File: config.mk
export PLATFORM = sky130hd
export DESIGN_NAME = chan_packer
export DESIGN_NICKNAME = d
export VERILOG_FILES = /design/src/rtl/chan_packer.sv
export SDC_FILE = /design/constraint.sdc
export NUM_CORES = 2
export LEC_CHECK = 0
export ABC_AREA = 1
export CORE_MARGIN = 5
export CORE_UTILIZATION = 55
export DETAILED_ROUTE_END_ITERATION = 8
export PLACE_DENSITY = 0.79
export SLEW_MARGIN = 10
export SYNTH_ARGS = -nofsm -noshare
export SYNTH_HDL_FRONTEND = slang
export SYNTH_SLANG_ARGS = --single-unit
File: constraint.sdc
create_clock -name aclk -period 5.8 [get_ports aclk]
set_clock_uncertainty 0.15 [all_clocks]
set_input_delay 0.58 -clock aclk [delete_from_list [all_inputs] [get_ports aclk]]
set_output_delay 0.58 -clock aclk [all_outputs]
set_load 0.01 [all_outputs]
File: src/rtl/chan_packer.sv
// chan_packer: packs a serial I/Q sample stream into AXI-Stream frames.
// Each set of 2*NUM_CHANS words becomes one frame: a header word followed
// by NUM_CHANS {Q,I} data words. A set is written speculatively through a
// shadow pointer and becomes visible only when its last word arrives, so
// sets that are dropped or cut short by resync never reach the reader.
//
// Output handshake: a word transfers on a rising aclk edge where
// m_axis_tvalid and m_axis_tready are both 1. Once tvalid is raised it
// stays high, and tdata/tlast stay unchanged, until that transfer happens.
module chan_packer #(
  parameter int SAMP_WIDTH = 16,
  parameter int NUM_CHANS  = 13,
  parameter int FIFO_DEPTH = 64
) (
  input  logic                          aclk,
  input  logic                          aresetn,
  input  logic [SAMP_WIDTH-1:0]         s_data,
  input  logic                          s_valid,
  input  logic                          resync,
  input  logic [4:0]                    gain_shift,
  output logic [31:0]                   m_axis_tdata,
  output logic                          m_axis_tvalid,
  input  logic                          m_axis_tready,
  output logic                          m_axis_tlast,
  output logic [15:0]                   drop_count,
  output logic [$clog2(FIFO_DEPTH):0]   fifo_level
);

  localparam int AW    = $clog2(FIFO_DEPTH);
  localparam int WORDS = 2 * NUM_CHANS;
  localparam int WCW   = $clog2(WORDS);
  localparam logic [WCW-1:0] LAST_W  = WCW'(WORDS - 1);
  // A set needs NUM_CHANS+1 free entries; any level above this leaves too few.
  localparam logic [AW:0]    MAX_LVL = (AW + 1)'(FIFO_DEPTH - NUM_CHANS - 1);

  // Entry layout: {tlast, tdata}.
  logic [32:0]    mem [FIFO_DEPTH];

  logic [WCW-1:0] wcnt;
  logic [WCW-1:0] cur_w;
  logic [7:0]     seq;
  logic           drop_flag;
  logic           hdr_flag;   // header of the set in flight carried drop_flag=1
  logic           dropping;   // set in flight was rejected at word 0
  logic [15:0]    drop_cnt;
  logic [15:0]    i_hold;
  logic [15:0]    samp16;
  logic [AW:0]    wr_commit;
  logic [AW:0]    wr_shadow;
  logic [AW:0]    wr_vis;     // commit pointer as seen by the read side
  logic [AW:0]    rd_ptr;     // entry currently presented (or next to present)
  logic [AW:0]    rd_nxt;
  logic [AW:0]    level;
  logic           acc_w0;
  logic           acc_odd;
  logic           acc_last;
  logic           no_room;
  logic           wr_en;
  logic [AW-1:0]  wr_addr;
  logic [32:0]    wr_word;

  // A resync in the same cycle as a valid word makes that word word 0.
  assign cur_w    = resync ? '0 : wcnt;
  assign acc_w0   = s_valid && (cur_w == '0);
  assign acc_odd  = s_valid && cur_w[0];
  assign acc_last = s_valid && (cur_w == LAST_W);
  assign samp16   = 16'($signed(s_data));

  // Level counts the presented word until it is accepted downstream.
  assign level    = wr_commit - rd_ptr;
  assign no_room  = level > MAX_LVL;

  assign rd_nxt     = rd_ptr + {{AW{1'b0}}, (m_axis_tvalid && m_axis_tready)};
  assign drop_count = drop_cnt;
  assign fifo_level = level;

  // Select the buffer write: header on word 0, packed {Q,I} on odd words.
  always_comb begin
    wr_en   = 1'b0;
    wr_addr = wr_shadow[AW-1:0];
    wr_word = '0;
    if (acc_w0 && !no_room) begin
      wr_en   = 1'b1;
      wr_addr = wr_commit[AW-1:0];
      wr_word = {1'b0, 8'hA5, seq, gain_shift, 10'd0, drop_flag};
    end else if (acc_odd && !dropping) begin
      wr_en   = 1'b1;
      wr_addr = wr_shadow[AW-1:0];
      wr_word = {acc_last, samp16, i_hold};
    end
  end

  // Frame buffer storage; no reset so it maps onto plain RAM.
  always_ff @(posedge aclk) begin
    if (wr_en) mem[wr_addr] <= wr_word;
  end

  // Input framing, drop decision, shadow and commit pointers.
  always_ff @(posedge aclk or negedge aresetn) begin
    if (!aresetn) begin
      wcnt      <= '0;
      seq       <= '0;
      drop_flag <= 1'b0;
      hdr_flag  <= 1'b0;
      dropping  <= 1'b0;
      drop_cnt  <= '0;
      i_hold    <= '0;
      wr_commit <= '0;
      wr_shadow <= '0;
      wr_vis    <= '0;
    end else begin
      if (s_valid) wcnt <= (cur_w == LAST_W) ? '0 : cur_w + 1'b1;
      else if (resync) wcnt <= '0;

      if (resync) wr_shadow <= wr_commit;

      if (s_valid && !cur_w[0]) i_hold <= samp16;

      if (acc_w0) begin
        seq <= seq + 1'b1;
        if (no_room) begin
          dropping  <= 1'b1;
          drop_flag <= 1'b1;
          if (drop_cnt != 16'hFFFF) drop_cnt <= drop_cnt + 1'b1;
        end else begin
          dropping  <= 1'b0;
          hdr_flag  <= drop_flag;
          wr_shadow <= wr_commit + 1'b1;
        end
      end

      if (acc_odd && !dropping) begin
        wr_shadow <= wr_shadow + 1'b1;
        if (acc_last) begin
          wr_commit <= wr_shadow + 1'b1;
          if (hdr_flag) drop_flag <= 1'b0;
        end
      end

      wr_vis <= wr_commit;
    end
  end

  // Registered first-word-fall-through head: reload when empty or accepted.
  always_ff @(posedge aclk or negedge aresetn) begin
    if (!aresetn) begin
      rd_ptr        <= '0;
      m_axis_tvalid <= 1'b0;
      m_axis_tlast  <= 1'b0;
      m_axis_tdata  <= '0;
    end else begin
      rd_ptr <= rd_nxt;
      if (!m_axis_tvalid || m_axis_tready) begin
        m_axis_tvalid                <= (wr_vis != rd_nxt);
        {m_axis_tlast, m_axis_tdata} <= mem[rd_nxt[AW-1:0]];
      end
    end
  end

endmodule
==> results.json <==
{
  "status": "completed",
  "cts_tree": "done",
  "grt_pass1_vias": 58280,
  "yosys_warnings": 0,
  "cts.sinks": 2222,
  "gp_congestion": 0.9244,
  "path_max_fanout": 24,
  "drive_gt1_frac": 0.09143,
  "multiInputGateArea_sq_um": 20630,
  "dieArea_sq_um": 169000,
  "wl_met3_mm": 37.28,
  "clock_path_buffers": 3,
  "avgSynthCellArea_sq_um": 12.60,
  "syn_nets": 7063,
  "vias": 60750,
  "syn_inst": 7021,
  "hold_slack_ns": 0.2510,
  "port-buffer-count": 82,
  "drt_iter0_markers": 10300,
  "hold_class": "primary input to register",
  "critPathKind": "register to register",
  "synth_area_sq_um": 88500,
  "r2r_slack_ns": 1.30,
  "met1_length_mm": 87.53,
  "rsz0062_at_grt": "no",
  "ys_seq_area_frac": 0.7477,
  "grt_max_degree": 165,
  "hpwl_mm": 142.2,
  "htree_levels": 4,
  "relSlewSlack": 0.09219,
  "synth_edf_count": 2112,
  "rr_worst_depth": 15,
  "postCtsResizedCells": 0,
  "period_share": 0.7753,
  "cts_made_buffers": 203,
  "root_buffer": "clkbuf_16",
  "min-delay-start": "s_data[0]",
  "dr.pass1.iters": 7,
  "grt_usage": 0.2915,
  "ios": 83,
  "tns_ns": 0,
  "synth_ff_type": "edfxtp_1",
  "end_kind": "register",
  "whs_path_depth": 2,
  "tightest_slew_ns": 1.357,
  "finalMaxSlewViolations": 0,
  "seqCellArea_sq_um": 66170,
  "routed_wl_mm": 252.2,
  "antenna_found_initial": 14,
  "die_y_microns": 411.1,
  "cts_setup_buffers": 0,
  "fmax_mhz": 222.4,
  "cp.arrival_ns": 4.88,
  "start_util": 0.5524,
  "wl_per_cell_microns": 26.91,
  "drc": 0,
  "area_delta_synth_final_pct": 12.61,
  "die_width_microns": 411.1,
  "clk_latency_ns": 0.85,
  "cp.required_ns": 6.18,
  "leakage_nw": 34.58,
  "clk_pin_slew_worst_paths_ns": 0.06,
  "setup_viol": 0,
  "fin_crit_ns": 4.497,
  "grt.overflow.total": 0,
  "finalHoldViolations": 0,
  "grt_pass1_wl_mm": 367.7,
  "r2r-end": "mem[24][22]",
  "wl_met2_mm": 112.7,
  "vias_per_cell": 6.482,
  "start_kind": "register",
  "ant_nets": 0,
  "fin_nets": 7073,
  "fillers": 11090,
  "power_density_nw_per_um2": 568.7,
  "timing.max_cap.violations": 0,
  "holdPathEnd": "i_hold[0]",
  "async_flop_share": 0.04950,
  "netlist-cell-type-count": 42,
  "ys_ff_latch": 2222,
  "route.top_layer_used": "met5",
  "core_area_sq_um": 160200,
  "placement_rows": 147,
  "worstReg2RegStart": "wr_commit[0]",
  "ir_drop_uv": 799.8
}
## sequential cells by signal (all words and copies together) (netlist names), 5 cells and up
name / flops
wr_vis: 7
drop_count: 16
m_axis_tdata: 32
wcnt: 5
wr_shadow: 7
i_hold: 16
seq: 8
wr_commit: 7
mem: 2112
rd_ptr: 7
## routing by layer
layer,global-route usage,up-vias
li1,-,25760
met1,0.3894,29440
met2,0.4373,4775
met3,0.08582,757
met4,0.1524,14
met5,0,-
## placed cells by master (no fill, tap or decap), types with 14 or more instances in the layout
cell / instances
inv_1: 94
nor3_1: 14
clkdlybuf4s50_1: 81
buf_4: 150
buf_12: 61
inv_2: 15
o21ai_0: 1050
nor2_1: 1022
dfrtp_1: 109
clkbuf_1: 57
nand3_1: 643
xor2_1: 36
nor2_4: 65
nand2_1: 715
nand2_2: 14
o22ai_1: 496
clkbuf_16: 207
edfxtp_1: 2112
a21oi_1: 41
clkinv_2: 44
clkinv_1: 34
## cell usage after synthesis (2+ instances only)
master,number,area [sq um]
a21oi_1,41,205.2
buf_1,60,225.2
buf_2,80,400.4
buf_4,4,30.03
clkbuf_1,343,1287
clkinv_1,3,11.26
dfrtp_1,110,2753
edfxtp_1,2112,63420
ha_1,15,187.7
inv_1,110,412.9
inv_2,3,11.26
mux2_2,12,135.1
nand2_1,725,2721
nand2_2,6,37.54
nand3_1,643,3218
nand3_2,6,60.06
nand3_4,2,35.03
nand4_1,12,75.07
nand4_2,8,100.1
nor2_1,1087,4080
nor3_1,14,70.07
nor4_1,2,12.51
o211ai_1,3,22.52
o21ai_0,1060,5305
o21ai_1,2,10.01
o21ai_2,7,61.31
o22ai_1,496,3103
xnor2_1,4,35.03
xor2_1,38,332.8
## worst max-delay path by stage
stage,from,end,slack [ns]
4_1_cts,wr_commit[0],mem[24][22],1.35
2_1_floorplan,wr_commit[0],mem[0][19],0.25
6_report,wr_commit[0],mem[24][22],1.30
3_3_place_gp,resync,mem[24][21],0.98
5_1_grt,wr_commit[0],mem[24][21],1.09
3_5_place_dp,resync,mem[24][22],0.93
## area by class of cell
type,count,share of cell area
inverters,116,0.004645
repair buffers,293,0.03179
clock inverters,108,0.009781
diodes,3,0.00007533
multi-input cells,4195,0.2070
well taps,2160,0.02712
clock buffers,274,0.05551
flip-flops and latches,2222,0.6640
## power breakdown
| part | internal (mW) | switching, mW |
|---|---|---|
| sequential | 18.7 | 0.425 |
| clock | 7.29 | 5.83 |
| combinational | 6.37 | 18.0 |
## stage by stage
| step | power [mW] | util | cells | area [sq um] | setup WS [ns] |
|---|---|---|---|---|---|
| 3_5_place_dp | 42.68 | 0.5813 | 8985 | 93130 | 0.9296 |
| 4_1_cts | 55.79 | 0.6220 | 9368 | 99650 | 1.353 |
| 5_1_grt | 58.70 | 0.6220 | 9368 | 99650 | 1.087 |
| 3_3_place_gp | 41.95 | 0.5813 | 8985 | 93130 | 0.9806 |
| 2_1_floorplan | 33.39 | - | 7021 | 88500 | 0.2547 |
| 6_report | 56.68 | 0.6221 | 9371 | 99660 | 1.303 |
## worst max-delay path, stage by stage, from the launching register on
cell and delay, ns:
dfrtp_1 0.44, inv_1 0.13, ha_1 0.17, inv_1 0.08, fa_1 0.41, xor2_1 0.24, nor2_1 0.08, nand3_1 0.13
nand3_4 0.13, nand3_4 0.28, buf_4 0.30, nand2_1 0.09, o21ai_2 0.11, nand3_2 0.50, nor2_4 0.64, buf_12 0.26
## logic make-up (layout without fill, tap and decap cells)
kind of cell	Yosys count	in the layout	synth area share
compound gates	1612	1612	0.09864
buf+inv	604	791	0.02700
other cells	0	3	0
mux	13	13	0.001640
fa+ha+maj	16	16	0.002347
xor+xnor	43	43	0.004340
flops	2222	2222	0.7477
simple gates	2511	2511	0.1183
## timing repair
item	in CTS	in global routing
hold buffers	1	0
hold endpoints to repair	65	0
endpoints found under the setup margin	0	0
Power figures use the tool's default switching activity.
